===== src/rtl/div_nbits_seq_if.sv =====
// Start/done handshake and operand/result bundle for the sequential divider.
// The requester drives the master side; the divider implements the slave side.
interface div_nbits_seq_if #(
    parameter int width = 8
);
    logic             start_i;
    logic [width-1:0] a_i;
    logic [width-1:0] b_i;
    logic             busy_o;
    logic             done_o;
    logic [width-1:0] q_o;
    logic [width-1:0] r_o;
    logic             dbz_o;

    modport master (
        output start_i, a_i, b_i,
        input  busy_o, done_o, q_o, r_o, dbz_o
    );

    modport slave (
        input  start_i, a_i, b_i,
        output busy_o, done_o, q_o, r_o, dbz_o
    );
endinterface


===== src/rtl/div_nbits_seq.sv =====
// Unsigned restoring divider, one quotient bit per cycle.
// Divide-by-zero skips iteration and reports all-ones quotient with dbz set.
module div_nbits_seq #(
    parameter int width = 8
) (
    input  logic            clk_i,
    input  logic            rst_i,
    div_nbits_seq_if.slave  bus
);
    localparam int CW = $clog2(width);
    localparam logic [CW-1:0] LAST = CW'(width - 1);

    typedef enum logic [1:0] {
        IDLE,
        CALC,
        DONE
    } state_t;

    state_t           state_q;
    logic [width-1:0] dvd_q;
    logic [width-1:0] dvs_q;
    logic [width-1:0] rem_q;
    logic [CW-1:0]    cnt_q;
    logic             busy_q;
    logic             done_q;
    logic             dbz_q;
    logic [width-1:0] q_q;
    logic [width-1:0] r_q;

    logic [width:0]   shl;
    logic [width:0]   diff;
    logic             qbit;
    logic [width-1:0] rem_d;
    logic [width-1:0] dvd_d;

    // Remainder stays below the divisor, so width bits hold it between steps.
    always_comb begin
        shl   = {rem_q, dvd_q[width-1]};
        diff  = shl - {1'b0, dvs_q};
        qbit  = ~diff[width];
        rem_d = qbit ? diff[width-1:0] : shl[width-1:0];
        dvd_d = {dvd_q[width-2:0], qbit};
    end

    always_ff @(posedge clk_i or posedge rst_i) begin
        if (rst_i) begin
            state_q <= IDLE;
            dvd_q   <= '0;
            dvs_q   <= '0;
            rem_q   <= '0;
            cnt_q   <= '0;
            busy_q  <= 1'b0;
            done_q  <= 1'b0;
            dbz_q   <= 1'b0;
            q_q     <= '0;
            r_q     <= '0;
        end else begin
            done_q <= 1'b0;
            unique case (state_q)
                IDLE, DONE: begin
                    if (bus.start_i) begin
                        dvd_q <= bus.a_i;
                        dvs_q <= bus.b_i;
                        rem_q <= '0;
                        cnt_q <= '0;
                        if (bus.b_i == '0) begin
                            state_q <= DONE;
                            done_q  <= 1'b1;
                            q_q     <= '1;
                            r_q     <= bus.a_i;
                            dbz_q   <= 1'b1;
                        end else begin
                            state_q <= CALC;
                            busy_q  <= 1'b1;
                        end
                    end else begin
                        state_q <= IDLE;
                    end
                end
                CALC: begin
                    rem_q <= rem_d;
                    dvd_q <= dvd_d;
                    cnt_q <= cnt_q + 1'b1;
                    if (cnt_q == LAST) begin
                        state_q <= DONE;
                        busy_q  <= 1'b0;
                        done_q  <= 1'b1;
                        q_q     <= dvd_d;
                        r_q     <= rem_d;
                        dbz_q   <= 1'b0;
                    end
                end
                default: begin
                    state_q <= IDLE;
                end
            endcase
        end
    end

    assign bus.busy_o = busy_q;
    assign bus.done_o = done_q;
    assign bus.q_o    = q_q;
    assign bus.r_o    = r_q;
    assign bus.dbz_o  = dbz_q;
endmodule


===== src/flat_wrapper.sv =====
// flat-port wrapper written by rule: the top's interface ports become plain ports
module div_nbits_seq_flat 
#(
    parameter int width = 8
)
  (clk_i, rst_i, bus_start_i, bus_a_i, bus_b_i, bus_busy_o, bus_done_o, bus_q_o, bus_r_o, bus_dbz_o);
  div_nbits_seq_if #(.width(width)) bus_i ();
  input  logic clk_i;
  input  logic rst_i;
  input wire logic [$bits(bus_i.start_i)-1:0] bus_start_i;
  input wire logic [$bits(bus_i.a_i)-1:0] bus_a_i;
  input wire logic [$bits(bus_i.b_i)-1:0] bus_b_i;
  output wire logic [$bits(bus_i.busy_o)-1:0] bus_busy_o;
  output wire logic [$bits(bus_i.done_o)-1:0] bus_done_o;
  output wire logic [$bits(bus_i.q_o)-1:0] bus_q_o;
  output wire logic [$bits(bus_i.r_o)-1:0] bus_r_o;
  output wire logic [$bits(bus_i.dbz_o)-1:0] bus_dbz_o;
  assign bus_i.start_i = bus_start_i;
  assign bus_i.a_i = bus_a_i;
  assign bus_i.b_i = bus_b_i;
  assign bus_busy_o = bus_i.busy_o;
  assign bus_done_o = bus_i.done_o;
  assign bus_q_o = bus_i.q_o;
  assign bus_r_o = bus_i.r_o;
  assign bus_dbz_o = bus_i.dbz_o;
  div_nbits_seq #(.width(width)) u_core (.clk_i(clk_i), .rst_i(rst_i), .bus(bus_i));
endmodule

===== config.mk =====
export PLATFORM = sky130hd
export DESIGN_NAME = div_nbits_seq_flat
export DESIGN_NICKNAME = d
export VERILOG_FILES = /design/src/rtl/div_nbits_seq_if.sv /design/src/rtl/div_nbits_seq.sv /design/src/flat_wrapper.sv
export SDC_FILE = /design/constraint.sdc
export NUM_CORES = 1
export LEC_CHECK = 0
export CAP_MARGIN = 40
export CORE_MARGIN = 3
export CORE_UTILIZATION = 36
export DETAILED_ROUTE_END_ITERATION = 8
export HOLD_SLACK_MARGIN = 0.12
export PLACE_DENSITY = 0.68
export SYNTH_ARGS = -nofsm -noshare
export SYNTH_HDL_FRONTEND = slang
export SYNTH_SLANG_ARGS = --single-unit

===== constraint.sdc =====
create_clock -name clk_i -period 6.7 [get_ports clk_i]
set_clock_uncertainty 0.05 [all_clocks]
set_input_delay 0.67 -clock clk_i [delete_from_list [all_inputs] [get_ports clk_i]]
set_output_delay 0.67 -clock clk_i [all_outputs]
set_load 0.01 [all_outputs]

==> results of run 1 <==
## synth_stat cells, types with 2 or more instances
cell type / count / area [um2]
sky130_fd_sc_hd__buf_1: 2 / 7.51
sky130_fd_sc_hd__o21ai_0: 14 / 70.1
sky130_fd_sc_hd__xor2_1: 2 / 17.5
sky130_fd_sc_hd__o21ai_1: 2 / 10.0
sky130_fd_sc_hd__o22a_1: 5 / 43.8
sky130_fd_sc_hd__dfrtp_1: 48 / 1200
sky130_fd_sc_hd__a211o_1: 3 / 26.3
sky130_fd_sc_hd__clkbuf_1: 8 / 30.0
sky130_fd_sc_hd__buf_2: 3 / 15.0
sky130_fd_sc_hd__nor2_1: 37 / 139
sky130_fd_sc_hd__nand2b_1: 3 / 18.8
sky130_fd_sc_hd__a31oi_1: 7 / 43.8
sky130_fd_sc_hd__ha_1: 10 / 125
sky130_fd_sc_hd__nor4_1: 2 / 12.5
sky130_fd_sc_hd__a21oi_1: 21 / 105
sky130_fd_sc_hd__mux2i_1: 8 / 80.1
sky130_fd_sc_hd__nand2_1: 36 / 135
sky130_fd_sc_hd__xnor2_1: 2 / 17.5
sky130_fd_sc_hd__a21oi_2: 2 / 17.5
sky130_fd_sc_hd__nor2b_1: 2 / 12.5
sky130_fd_sc_hd__a22o_1: 2 / 17.5
sky130_fd_sc_hd__or3_1: 3 / 18.8
sky130_fd_sc_hd__nand3_1: 14 / 70.1
sky130_fd_sc_hd__inv_1: 11 / 41.3
sky130_fd_sc_hd__a21o_1: 3 / 22.5
## state kept, by name, indices dropped and copies added (netlist names)
| register | cells |
|---|---|
| u_core.bus.done_o | 1 |
| u_core.bus.q_o | 8 |
| u_core.dvd_q | 8 |
| u_core.cnt_q | 3 |
| u_core.bus.r_o | 8 |
| u_core.rem_q | 8 |
| u_core.bus.dbz_o | 1 |
| u_core.dvs_q | 8 |
| u_core.state_q | 2 |
| u_core.bus.busy_o | 1 |
## through the flow
stage | std cells | area (um2)
3_5_place_dp | 371 | 2920
2_1_floorplan | 266 | 2460
4_1_cts | 379 | 3050
3_3_place_gp | 370 | 2900
6_report | 379 | 3050
5_1_grt | 379 | 3050
## power breakdown
part | switching, uW | internal [uW] | leakage [uW]
clock | 98.2 | 132 | 0.0000645
sequential | 96.2 | 429 | 0.000560
combinational | 501 | 408 | 0.000679
total | 695 | 969 | 0.00130
## logic make-up after synthesis
family	after synthesis	share of synthesized area
flops	48	0.488
simple gates	104	0.188
compound gates	66	0.175
buf+inv	24	0.0381
fa+ha+maj	11	0.0590
mux	9	0.0371
xor+xnor	4	0.0142
## cell usage in the layout, fill, tap and decap left out, types with 5 or more instances in the layout
master                             n
sky130_fd_sc_hd__o21ai_0          14
sky130_fd_sc_hd__a31oi_1           7
sky130_fd_sc_hd__nor2_1           37
sky130_fd_sc_hd__a21oi_1          21
sky130_fd_sc_hd__nand3_1          14
sky130_fd_sc_hd__dfrtp_1          48
sky130_fd_sc_hd__clkdlybuf4s50_1  37
sky130_fd_sc_hd__inv_1            10
sky130_fd_sc_hd__ha_1             10
sky130_fd_sc_hd__clkbuf_8          7
sky130_fd_sc_hd__o22a_1            5
sky130_fd_sc_hd__mux2i_1           8
sky130_fd_sc_hd__nand2_1          36
## layer usage
metal	routed length (um)	track usage	up-vias
li1	-	-	987
met2	2560	0.240	49
met4	39	0.0288	0
met3	311	0.0335	5
met1	2840	0.236	935
met5	0	0	-
## how the worst max path moves through the flow
stage | from | cells after the start | end
after floorplan | u_core.dvd_q[7]$_DFFE_PP0P_ | 10 | u_core.bus.r_o[4]$_DFFE_PP0P_
after global placement | u_core.dvd_q[7]$_DFFE_PP0P_ | 10 | u_core.bus.r_o[1]$_DFFE_PP0P_
after detailed placement | bus_b_i[4] | 7 | u_core.bus.r_o[6]$_DFFE_PP0P_
after CTS | u_core.dvd_q[7]$_DFFE_PP0P_ | 10 | u_core.bus.r_o[1]$_DFFE_PP0P_
after global routing | u_core.dvd_q[7]$_DFFE_PP0P_ | 10 | u_core.bus.r_o[1]$_DFFE_PP0P_
final | u_core.dvd_q[7]$_DFFE_PP0P_ | 10 | u_core.bus.r_o[1]$_DFFE_PP0P_
## area by class of cell
| class | instances | area [um2] | share of cell area |
|---|---|---|---|
| clock buffer | 7 | 96.3 | 0.0316 |
| clock inverter | 1 | 30.0 | 0.00986 |
| inverter | 11 | 41.3 | 0.0136 |
| multi-input combinational | 194 | 1170 | 0.384 |
| sequential | 48 | 1200 | 0.394 |
| tap | 77 | 96.3 | 0.0316 |
| timing repair buffer | 41 | 413 | 0.136 |
==> implementation parameters, run 1 <==
Parameter                              Value

Placed design
  Count of input and output buffers ... 37
  Minimum setup slack after placement ... 3810 ps
  Post-DP HPWL ... 4.21 mm
  RD Place Congestion ... 0.799

STA
  Minimum period implied by the final worst setup slack ... 2880 ps
  RSZ-0062 raised after global routing ... no
  Setup-violating endpoint count in the final report ... 0
  Final TNS setup ... 0 ps
  Slew Viols, Final ... 0
  Final worst-path setup slack ... 3820 ps
  Normalized max-slew margin ... 0.428
  Measured slew at the worst slew-check pin ... 855 ps
  Achievable frequency ... 347 MHz
  Hold Slack ... 444 ps
  Hold violation total from the final report ... 0
  Post-route fraction of the period consumed by the critical path ... 0.430

GRT
  Number of global-route vias before repair ... 1966
  Wire length of the first global-routing pass ... 9.69 mm
  Largest net degree at the start of global routing ... 32
  GRT Residual Overflow ... 0
  Number of antenna violations at the first check in global routing ... 0
  Tot GR Track Use ... 0.159

Setup path
  Biggest fanout along the worst timing path ... 16
  Reg-to-reg critical path startpoint ... u_core.dvd_q[7]$_DFFE_PP0P_
  Nature of the critical path endpoint ... flop
  Number of buffers and inverters on the critical path ... 2
  Critical-path top delay cell ... sky130_fd_sc_hd__nor2_2
  CP required ... 6830 ps
  Class of the most critical setup path ... reg2reg
  Worst Reg-to-Reg Cells ... 10
  Worst reg2reg path endpoint ... u_core.bus.r_o[1]$_DFFE_PP0P_
  Startpoint Class ... flop
  Top cell family by delay on the critical path ... compound AO/OA/AOI/OAI gates
  Chain of cells forming the critical path ... inv_1 > ha_1 > inv_1 > fa_1 > a211oi_4 > nor3_2 > mux2i_1 > nor2_2 > mux2i_1 > o32a_1
  Worst-case register-to-register setup slack ... 3820 ps
  Stage delay of the slowest cell on the critical path ... 520 ps
  Crit path DAT ... 3010 ps

Worst hold path
  Hold wc startpoint ... u_core.bus.q_o[2]$_DFFE_PP0P_
  Sink of the worst hold path ... u_core.bus.q_o[2]$_DFFE_PP0P_
  Path category of the worst min-delay check ... reg2reg
  Number of cells on the worst hold path ... 1

Detailed routing
  Vias after detailed routing ... 1976
  DRT Wirelength ... 5.76 mm
  Remaining DRCs ... 0
  Post-DR vias/cell ... 5.21
  Routed Antenna Nets ... 0
  Initial detailed-routing violation count ... 189
  Average wire per cell in the routed design ... 15.2 um
  Router iterations before antenna repair ... 4

Job
  MaxCap Viol Count ... 0

Synthesis
  Number of register bits inferred by synthesis ... 48
  Number of distinct library cell variants in the gate-level netlist after synthesis ... 41
  Number of enable-type register cells in the synthesized netlist ... 0
  Proportion of synthesized flip-flops having asynchronous set or reset ... 1.00
  Primary FF master, synth ... sky130_fd_sc_hd__dfrtp_1
  Sequential cell area fraction in the yosys report ... 0.488
  Syn Inst Count ... 266
  Synthesized net count ... 296
  Syn_area_per_cell ... 9.25 um2
  Total number of yosys warnings ... 0
  Mapped Area ... 0.00246 mm2

Layout
  Total of fill cells in the finished design ... 608
  Final net count ... 331
  Final cell utilization of the core ... 0.469
  Layout cell share with drive strength beyond 1 ... 0.0728
  Final antenna diode count ... 0
  Layout area overhead ... 23.8%

CTS
  Register clock-pin slew on the reported worst setup and hold paths ... 90 ps
  Buffer cell driving the clock tree root ... sky130_fd_sc_hd__clkbuf_8
  Clock tree from TritonCTS ... built
  Total CTS buffers ... 5
  Number of gates resized after CTS ... 0
  Maximum clock path buffer count ... 2
  Number of clock sinks seen by CTS ... 48
  Worst-Skew Late Latency ... 300 ps
  CTS hold repair buffers ... 0
  Number of buffers added for setup after CTS ... 0
  Deepest level of the CTS H-tree ... 2

Pwr
  Total power ... 1660 uW
  LEAKAGE ... 0.00130 uW
  Cell area power density ... 546 mW/mm2
  Highest ir drop seen on vdd ... 0.210 mV

Floorplan
  Placeable core region ... 0.00649 mm2
  Area enclosed by the die boundary ... 0.00786 mm2
  Io pins ... 38
  DIE HEIGHT ... 88.7 um
  Effective utilization at floorplan ... 0.379
  Die width ... 88.7 um
  Number of standard-cell rows in the floorplan ... 29

Status
  Status ... complete, no violations
Power figures use the tool's default switching activity.
==> run 2, diff against run 1 <==
--- a/config.mk
+++ b/config.mk
@@ -10,7 +10,7 @@
 export CORE_UTILIZATION = 36
 export DETAILED_ROUTE_END_ITERATION = 8
 export HOLD_SLACK_MARGIN = 0.12
-export PLACE_DENSITY = 0.68
+export PLACE_DENSITY = 0.7
 export SYNTH_ARGS = -nofsm -noshare
 export SYNTH_HDL_FRONTEND = slang
 export SYNTH_SLANG_ARGS = --single-unit
==> constraint.sdc (replaced) <==
create_clock -name clk_i -period 2.6 [get_ports clk_i]
set_clock_uncertainty 0.05 [all_clocks]
set_input_delay 0.26 -clock clk_i [delete_from_list [all_inputs] [get_ports clk_i]]
set_output_delay 0.26 -clock clk_i [all_outputs]
set_load 0.01 [all_outputs]
==> implementation parameters, run 2 (same netlist as run 1, synthesis figures left out) <==
Parameter                              Value

Status
  Status ... complete, no violations

Detailed routing
  Routed Antenna Nets ... 0
  Post-DR vias/cell ... 5.27
  Remaining DRCs ... 0
  Initial detailed-routing violation count ... 113
  Average wire per cell in the routed design ... 15.2 um
  Router iterations before antenna repair ... 4
  DRT Wirelength ... 5.99 mm
  Vias after detailed routing ... 2072

Floorplan
  Die width ... 88.7 um
  Effective utilization at floorplan ... 0.379
  Placeable core region ... 0.00649 mm2
  Io pins ... 38
  Number of standard-cell rows in the floorplan ... 29
  Area enclosed by the die boundary ... 0.00786 mm2
  DIE HEIGHT ... 88.7 um

Pwr
  Highest ir drop seen on vdd ... 0.626 mV
  LEAKAGE ... 0.00136 uW
  Cell area power density ... 1450 mW/mm2

Layout
  Most frequent standard cell in the layout excluding fill and tap cells ... sky130_fd_sc_hd__dfrtp_1
  Layout cell share with drive strength beyond 1 ... 0.133
  Highest-count cells in the layout ignoring fill and taps ... sky130_fd_sc_hd__dfrtp_1 (48), sky130_fd_sc_hd__nor2_1 (37), sky130_fd_sc_hd__clkdlybuf4s50_1 (37)
  Final antenna diode count ... 0
  Total of fill cells in the finished design ... 623
  Area occupied by multi-input gates ... 0.00119 mm2
  Final cell utilization of the core ... 0.485
  Final net count ... 345
  Reg area ... 0.00120 mm2
  Layout area overhead ... 28.1%

Setup path
  CP required ... 2780 ps
  Worst-case register-to-register setup slack ... 40 ps
  Endpoint of the most critical setup path ... u_core.bus.r_o[6]$_DFFE_PP0P_
  Worst Reg-to-Reg Cells ... 11
  Crit path DAT ... 2740 ps
  Startpoint Class ... flop
  Nature of the critical path endpoint ... flop
  Biggest fanout along the worst timing path ... 7
  Worst reg2reg path endpoint ... u_core.bus.r_o[6]$_DFFE_PP0P_
  Launch point of the critical path ... u_core.dvd_q[7]$_DFFE_PP0P_
  Reg-to-reg critical path startpoint ... u_core.dvd_q[7]$_DFFE_PP0P_
  Class of the most critical setup path ... reg2reg

STA
  RSZ-0062 raised after global routing ... yes
  Setup-violating endpoint count in the final report ... 0
  Measured slew at the worst slew-check pin ... 809 ps
  Slew Viols, Final ... 0
  Minimum period implied by the final worst setup slack ... 2560 ps
  Hold violation total from the final report ... 0
  Achievable frequency ... 391 MHz
  Hold Slack ... 167 ps
  Post-route fraction of the period consumed by the critical path ... 0.983
  Normalized max-slew margin ... 0.459

GRT
  Largest net degree at the start of global routing ... 20
  GRT Residual Overflow ... 0
  Tot GR Track Use ... 0.164
  Number of antenna violations at the first check in global routing ... 0
  Wire length of the first global-routing pass ... 10.0 mm
  Number of global-route vias before repair ... 2005

Job
  MaxCap Viol Count ... 0

CTS
  Deepest level of the CTS H-tree ... 2
  Total CTS buffers ... 5
  Clock tree from TritonCTS ... built
  Maximum clock path buffer count ... 2
  Worst-Skew Late Latency ... 300 ps
  Buffer cell driving the clock tree root ... sky130_fd_sc_hd__clkbuf_8
  Number of clock sinks seen by CTS ... 48
  Register clock-pin slew on the reported worst setup and hold paths ... 90 ps

Placed design
  RD Place Congestion ... 0.869
  Post-DP HPWL ... 4.40 mm
  Count of input and output buffers ... 37

Worst hold path
  Path category of the worst min-delay check ... in2async
run 2: worst max-delay path: stages, from the launching register on:
cell and delay [ps]:
sky130_fd_sc_hd__dfrtp_1 400, sky130_fd_sc_hd__inv_2 90, sky130_fd_sc_hd__ha_4 130, sky130_fd_sc_hd__inv_2 40, sky130_fd_sc_hd__fa_2 390, sky130_fd_sc_hd__a211oi_4 280, sky130_fd_sc_hd__nor3_2 80, sky130_fd_sc_hd__mux2i_1 250
sky130_fd_sc_hd__nor2_2 110, sky130_fd_sc_hd__buf_6 140, sky130_fd_sc_hd__or3b_4 370, sky130_fd_sc_hd__a31oi_1 160
run 2: cell type report:
cell class              count  share of cell area
multi-input cells         194               0.379
clock buffers               6              0.0230
inverters                  11              0.0131
well taps                  77              0.0306
repair buffers             55               0.163
flip-flops and latches     48               0.381
clock inverters             2              0.0111
run 2: what timing repair did:
item	4_1_cts	5_1_grt
gates resized for setup	0	10
cloned	0	0
pin swaps	0	9
hold buffers	0	0
endpoints found under the setup margin	1	12
buffers inserted	1	3
run 2: where the power goes:
part | internal [uW] | switching, uW | leakage, uW
clock network | 286 | 252 | 0.0000552
logic | 1290 | 1390 | 0.000743
registers | 1110 | 254 | 0.000560
run 2: metal layers:
metal	track usage	wire, um	vias to the layer above
met5	0	0	-
met4	0.0467	103	0
met3	0.0279	272	9
met2	0.252	2670	55
met1	0.237	2940	984
li1	-	-	1024
run 2: through the flow:
| step | setup TNS [ps] | area [um2] | cells | power (uW) | worst slack [ps] |
|---|---|---|---|---|---|
| floorplan | 0 | 2460 | 266 | 2990 | 179 |
| global placement | 0 | 2980 | 381 | 3780 | 105 |
| detailed placement | 0 | 2980 | 381 | 3820 | 19.1 |
| CTS | 0 | 3100 | 390 | 4400 | 1.74 |
| global route | -81.5 | 3150 | 393 | 4970 | -30.2 |
| finish | 0 | 3150 | 393 | 4580 | 44.1 |
run 2: how the worst min path moves through the flow:
stage | end | slack [ps]
finish | u_core.dvs_q[1]$_DFFE_PP0P_ | 170
global route | u_core.bus.r_o[7]$_DFFE_PP0P_ | 180
CTS | u_core.dvs_q[1]$_DFFE_PP0P_ | 170
detailed placement | u_core.bus.q_o[2]$_DFFE_PP0P_ | 430
global placement | u_core.bus.q_o[3]$_DFFE_PP0P_ | 430
floorplan | u_core.dvs_q[1]$_DFFE_PP0P_ | 330
